[config.mk]
export PLATFORM = sky130hd
export DESIGN_NAME = pll_lock_reset
export DESIGN_NICKNAME = d
export VERILOG_FILES = /design/src/rtl/pll_lock_reset.sv
export SDC_FILE = /design/constraint.sdc
export NUM_CORES = 1
export LEC_CHECK = 0
export CORE_ASPECT_RATIO = 0.9
export CORE_MARGIN = 2
export CORE_UTILIZATION = 44
export CTS_BUF_LIST = sky130_fd_sc_hd__clkbuf_2 sky130_fd_sc_hd__clkbuf_4 sky130_fd_sc_hd__clkbuf_8
export DETAILED_ROUTE_END_ITERATION = 8
export PLACE_DENSITY = 0.76
export SLEW_MARGIN = 20
export SYNTH_ARGS = -nofsm -noshare
export SYNTH_HDL_FRONTEND = slang
export SYNTH_SLANG_ARGS = --single-unit
[constraint.sdc]
create_clock -name clk -period 5.5 [get_ports clk]
set_input_delay 1.65 -clock clk [delete_from_list [all_inputs] [get_ports clk]]
set_output_delay 1.65 -clock clk [all_outputs]
set_load 0.02 [all_outputs]
[src/rtl/pll_lock_reset.sv]
// rtl/pll_lock_reset.sv - PLL lock qualifier that holds the downstream reset until locked has stayed high long enough
module pll_lock_reset #(
    parameter int SYNC_STAGES    = 2,
    parameter int LOCK_CYCLES    = 1024,
    parameter int RELEASE_CYCLES = 16
) (
    input  logic       clk,
    input  logic       resetn,
    input  logic       locked,
    input  logic       lost_clr,
    output logic       sys_rstn,
    output logic       lock_lost,
    output logic [7:0] loss_cnt,
    output logic [2:0] state
);

    localparam int MAXC = (LOCK_CYCLES > RELEASE_CYCLES) ? LOCK_CYCLES : RELEASE_CYCLES;
    localparam int CW   = (MAXC > 1) ? $clog2(MAXC) : 1;
    localparam logic [CW-1:0] LOCK_LAST = CW'(LOCK_CYCLES - 1);
    localparam logic [CW-1:0] REL_LAST  = CW'(RELEASE_CYCLES - 1);

    typedef enum logic [2:0] {
        WAIT_LOCK = 3'd0,
        STABLE    = 3'd1,
        RELEASE   = 3'd2,
        RUN       = 3'd3
    } state_t;

    logic [SYNC_STAGES-1:0] sync;
    logic                   lock_s;
    state_t                 cur, nxt;
    logic [CW-1:0]          cnt, cnt_nxt;
    logic                   loss_evt;

    // locked is asynchronous to clk; only the last sync stage is used downstream
    always_ff @(posedge clk or negedge resetn) begin
        if (!resetn) begin
            sync <= '0;
        end else begin
            sync <= {sync[SYNC_STAGES-2:0], locked};
        end
    end

    assign lock_s = sync[SYNC_STAGES-1];

    always_comb begin
        nxt      = cur;
        cnt_nxt  = cnt;
        loss_evt = 1'b0;
        case (cur)
            WAIT_LOCK: begin
                if (lock_s) begin
                    nxt     = STABLE;
                    cnt_nxt = '0;
                end
            end
            STABLE: begin
                if (!lock_s) begin
                    nxt     = WAIT_LOCK;
                    cnt_nxt = '0;
                end else if (cnt == LOCK_LAST) begin
                    nxt     = RELEASE;
                    cnt_nxt = '0;
                end else begin
                    cnt_nxt = cnt + 1'b1;
                end
            end
            RELEASE: begin
                if (!lock_s) begin
                    nxt     = WAIT_LOCK;
                    cnt_nxt = '0;
                end else if (cnt == REL_LAST) begin
                    nxt = RUN;
                end else begin
                    cnt_nxt = cnt + 1'b1;
                end
            end
            RUN: begin
                if (!lock_s) begin
                    nxt      = WAIT_LOCK;
                    cnt_nxt  = '0;
                    loss_evt = 1'b1;
                end
            end
            default: begin
                nxt     = WAIT_LOCK;
                cnt_nxt = '0;
            end
        endcase
    end

    // sys_rstn is loaded from nxt so it moves on the same edge as the state register
    always_ff @(posedge clk or negedge resetn) begin
        if (!resetn) begin
            cur      <= WAIT_LOCK;
            cnt      <= '0;
            sys_rstn <= 1'b0;
        end else begin
            cur      <= nxt;
            cnt      <= cnt_nxt;
            sys_rstn <= (nxt == RUN);
        end
    end

    // A loss on the same edge as lost_clr wins and restarts the count at one
    always_ff @(posedge clk or negedge resetn) begin
        if (!resetn) begin
            lock_lost <= 1'b0;
            loss_cnt  <= 8'd0;
        end else if (loss_evt) begin
            lock_lost <= 1'b1;
            if (lost_clr) begin
                loss_cnt <= 8'd1;
            end else if (loss_cnt != 8'hFF) begin
                loss_cnt <= loss_cnt + 8'd1;
            end
        end else if (lost_clr) begin
            lock_lost <= 1'b0;
            loss_cnt  <= 8'd0;
        end
    end

    assign state = cur;

endmodule

# Yosys cells after proc, flatten, opt, wreduce, memory -nomap -nowiden
# Cells that the tools add are included.
# W data, S select, Z words.
[totals]
reg_bits = 25
input_bits = 4
out_inout_bits = 13
wordCells = 45
[classes]
addsub = 2
n_eq_ne = 10
muxes = 22
n_reduce_logical = 5
[ops]
columns = ["op", "n"]
rows = [
  ["$mux W10", 6],
  ["$pmux W10 S4", 1],
  ["$mux W8", 4],
  ["$mux W3", 6],
  ["$pmux W3 S4", 1],
  ["$add A10 B1 Y10 const B", 1],
  ["$eq A10 B10 Y1 const B", 1],
  ["$eq A10 B4 Y1 const B", 1],
  ["$eq A3 B2 Y1 const B", 3],
  ["$add A8 B1 Y8 const B", 1],
  ["$ne A8 B8 Y1 const B", 1],
  ["$mux W1", 4],
  ["$ne A2 B2 Y1 const B", 2],
  ["$reduce_bool A2 Y1", 2],
  ["$eq A3 B1 Y1 const B", 1],
  ["$logic_not A3 Y1", 1],
  ["$ne A3 B3 Y1 const B", 1],
  ["$reduce_and A3 Y1", 1],
  ["$reduce_and A2 Y1", 1],
]

# Longest topological paths before layout
[depth]
depth_word = 5
mapped_depth = 6
ltp_nobuf = 5

# Least setup slack after synthesis
# Ideal clock, no wire load.
[synth_timing]
path_type = "input to register"
startpoint = "input port lost_clr"
endpoint = "register loss_cnt[0]"
setup_ns = 0.140
arrival_time_ns = 2.100
required_ns = 5.360
path_slack_ns = 3.260
cell_stages = 4
n_path_buf = 1
path_cell_list = "buf_1 -> inv_1 -> nand3_1 -> o211ai_1"
[synth_via]
elab_chain_len = 2
word_cells_on_any_way = 5
classes_between = "mux (2); reduce/logical (3)"
[synth_lines]
columns = ["item", "line", "rtl"]
rows = [
  ["start: declaration", "10", "input logic lost_clr,"],
  ["$mux W8 or $reduce_bool A2 Y1 (tied branches)", "--", ""],
  ["$mux W8 or $reduce_and A2 Y1 (tied branches)", "--", ""],
  ["end signal: assignment", "115", "loss_cnt <= loss_cnt + 8'd1;"],
  ["end: declaration", "13", "output logic [7:0] loss_cnt,"],
]
# Several ways; a longest one is shown, not always the timed one.
# A chain may end at the register's enable or synchronous reset.

# Worst setup path after layout
[layout_timing]
startpoint = "register cur[0], in the netlist state[0]"
endpoint = "output port state[0]"
[layout_rtl]
columns = ["item", "line", "rtl"]
rows = [
  ["start: declaration", "31", "state_t cur, nxt;"],
  ["start signal: assignment", "99", "cur <= nxt;"],
  ["end: declaration", "14", "output logic [2:0] state"],
]
# No word-level cell between the ends.

==> results.tsv <==
metric	value	unit
Async SR Flop Fraction	1.00	
register area	626	sq um
metal3 WL	81	um
DP HPWL	2.07	mm
share of layout cells above drive strength 1	0.111	
Layout area overhead	14.9	%
final setup fails	0	
hold buffers post-CTS	0	
clock slew at reported path FFs	130	ps
global route total overflow	0	
Yosys warnings	0	
Cells after DPL	191	
CTS tree	built	
vias	1124	
Iteration-0 DRC Markers	90	
htree depth	1	
Core ar.	3000	sq um
cts bufs inserted	3	
R2R depth	4	
Rows	19	
All-Layer GR Usage	0.179	
uppermost layer routed	met4	
height of the die	56.6	um
Final #Nets	160	
Post-Syn Area	1350	sq um
# clock sinks	25	
Post-synth top flop	dfrtp_1	
setup TNS	0	ps
Crit. path cell count	1	
CP startpoint	state[0]	
final WL	2.81	mm
# diodes	0	
r2r setup slk	3350	ps
Critical Path RT	3850	ps
Hold Path Class	flip-flop to flip-flop	
area occupied by multi-input gates	667	sq um
period utilization	0.570	
FF+latch count, synth	25	
RSZ-0062 raised after global routing	no	
DIE WIDTH	62.4	um
skew final	2.42	ps
WP buf/inv	1	
DIE AREA	3530	sq um
Cells after Synth	141	
met2 WL	1.39	mm
CTS max path bufs	2	
post-route ant nets	0	
postcts setup bufs	0	
vias in the first global route	1117	
Final Critical Period	3140	ps
Initial Utilization	0.451	
Pre-Repair DR Iteration Count	4	
slowest CP cell	clkdlybuf4s50_1	
Mapped Nets	147	
area post-placement	1520	sq um
DR WL/cell	14.4	um
design area	1550	sq um
Critical Path AT	1490	ps
Mapped Avg Cell Area	9.58	sq um
I/O pin total	17	
CTS root buf	clkbuf_4	
Worst Tran Pin Value	879	ps
reg-to-reg startpoint	state[2]	
maximum vdd drop	0.0833	mV
gpl congestion	0.845	
outcome	finished, final reports clean	
Worst-Skew Late Latency	310	ps
layout filler cell count	279	
Slew HR	0.412	
critical path class	flip-flop to output pin	
max-slew violations	0	
WL met1	1.32	mm
largest net degree at the start of global routing	26	
Max Fclk	319	MHz
slowest stage delay, CP	660	ps
PortBufs	16	
initial antenna violation count	0	
critical path fanouts, max	9	
Top delay family on crit path	buffers and inverters	
crit path cell chain	clkdlybuf4s50_1	
post_cts resized	0	
max-cap violation count	0	
CP startpoint kind	flip-flop	
drt drc	0	
sequential fraction of the synthesis area	0.463	
Fin. Hold Viols	0	
Power Density	187	nW/um^2
Pleak	0.632	nW
via/cell ratio	5.76	
Crit Reg-Reg Endpoint	cnt[6]	
Post-synth EDFFs	0	
Distinct cells, synth	48	
post-route insts no fill	195	
Worst setup EP type	output pin	
first-pass GRT wire length	5.06	mm
Setup crit end	state[0]	
Util after Layout	0.518	
report_power, final:
| group | switching (W) | total [W] | internal [W] |
|---|---|---|---|
| sequential | 0.00000284 | 0.000188 | 0.000186 |
| clock | 0.0000527 | 0.0000860 | 0.0000332 |
| combinational | 0.00000973 | 0.0000157 | 0.00000601 |
worst reg2reg max path: cells and delay by family (launching register included):
family	cells	cell delay [ps]
AND/OR/NAND/NOR	4	1610
flip-flops	1	480
state kept, by name (all words and copies together), names as in the netlist:
name and count:
cnt 10, loss_cnt 8, state 3, sync 2, lock_lost 1, sys_rstn 1
layout by cell type (no fill, tap or decap), types with 2 or more instances in the layout:
cell | netlist | routed
clkdlybuf4s50_1 | 0 | 15
ha_1 | 2 | 2
and3_1 | 2 | 2
o211ai_1 | 3 | 3
nor2_1 | 10 | 10
nand3b_1 | 7 | 7
nand3_1 | 10 | 10
nor3_1 | 4 | 4
o31ai_1 | 3 | 3
and3_2 | 2 | 2
clkbuf_4 | 0 | 4
or3_1 | 3 | 3
dfrtp_1 | 25 | 25
inv_1 | 6 | 6
nand2_1 | 9 | 9
or4_4 | 2 | 2
xnor2_1 | 2 | 2
a21oi_1 | 4 | 4
nand4_1 | 3 | 3
o21ai_0 | 6 | 6
a31oi_1 | 6 | 6
cell usage after synthesis, types with 2 or more instances:
master    number  area share
xnor2_1        2       0.013
nand2_1        9       0.025
and3_1         2      0.0093
clkbuf_1       2      0.0056
or3_1          3       0.014
dfrtp_1       25        0.46
o21ai_0        6       0.022
nand3b_1       7       0.039
a21oi_1        4       0.015
nor2_1        10       0.028
nand3_1       10       0.037
ha_1           2       0.019
inv_1          6       0.017
o31ai_1        3       0.017
or4_4          2       0.017
buf_2          3       0.011
nor3_1         4       0.015
and3_2         2       0.011
o211ai_1       3       0.017
nand4_1        3       0.014
a31oi_1        6       0.028
worst min path at each step:
stage	from	endpoint	slack, ps	depth (start not counted)
floorplan	sync[0]	sync[1]	330	0
global placement	sync[0]	sync[1]	330	0
detailed placement	sync[0]	sync[1]	330	0
CTS	sync[0]	sync[1]	360	0
global route	sync[0]	sync[1]	390	0
finish	sync[0]	sync[1]	360	0
per-stage QoR:
stage                     total power, W  worst slack, ps  hold slack (ps)
after CTS                       0.000292             2360              365
after floorplan                 0.000199             3260              331
after detailed placement        0.000208             2510              335
final                           0.000290             2360              364
after global placement          0.000207             2550              334
after global routing            0.000302             2300              391
routing by layer:
| metal | vias up | GRT usage |
|---|---|---|
| li1 | 549 | - |
| met1 | 547 | 0.238 |
| met2 | 26 | 0.303 |
| met3 | 2 | 0.0200 |
| met4 | 0 | 0.0667 |
| met5 | - | 0 |
cell families after synthesis:
family / synth area share
and+or+nand+nor: 0.271
AOI/OAI and AO/OA: 0.169
DFF: 0.463
buffers and inverters: 0.0481
xor gates and xnor gates: 0.0194
adders and majority gates: 0.0185
other: 0.00278
muxes: 0.00741
area by class of cell:
class,count,area share
inverter,6,0.0145
tap,42,0.0338
sequential,25,0.403
clock buffer,4,0.0193
timing repair buffer,16,0.0999
multi-input combinational,102,0.429
Note: power is estimated with default switching activity, not from simulation.
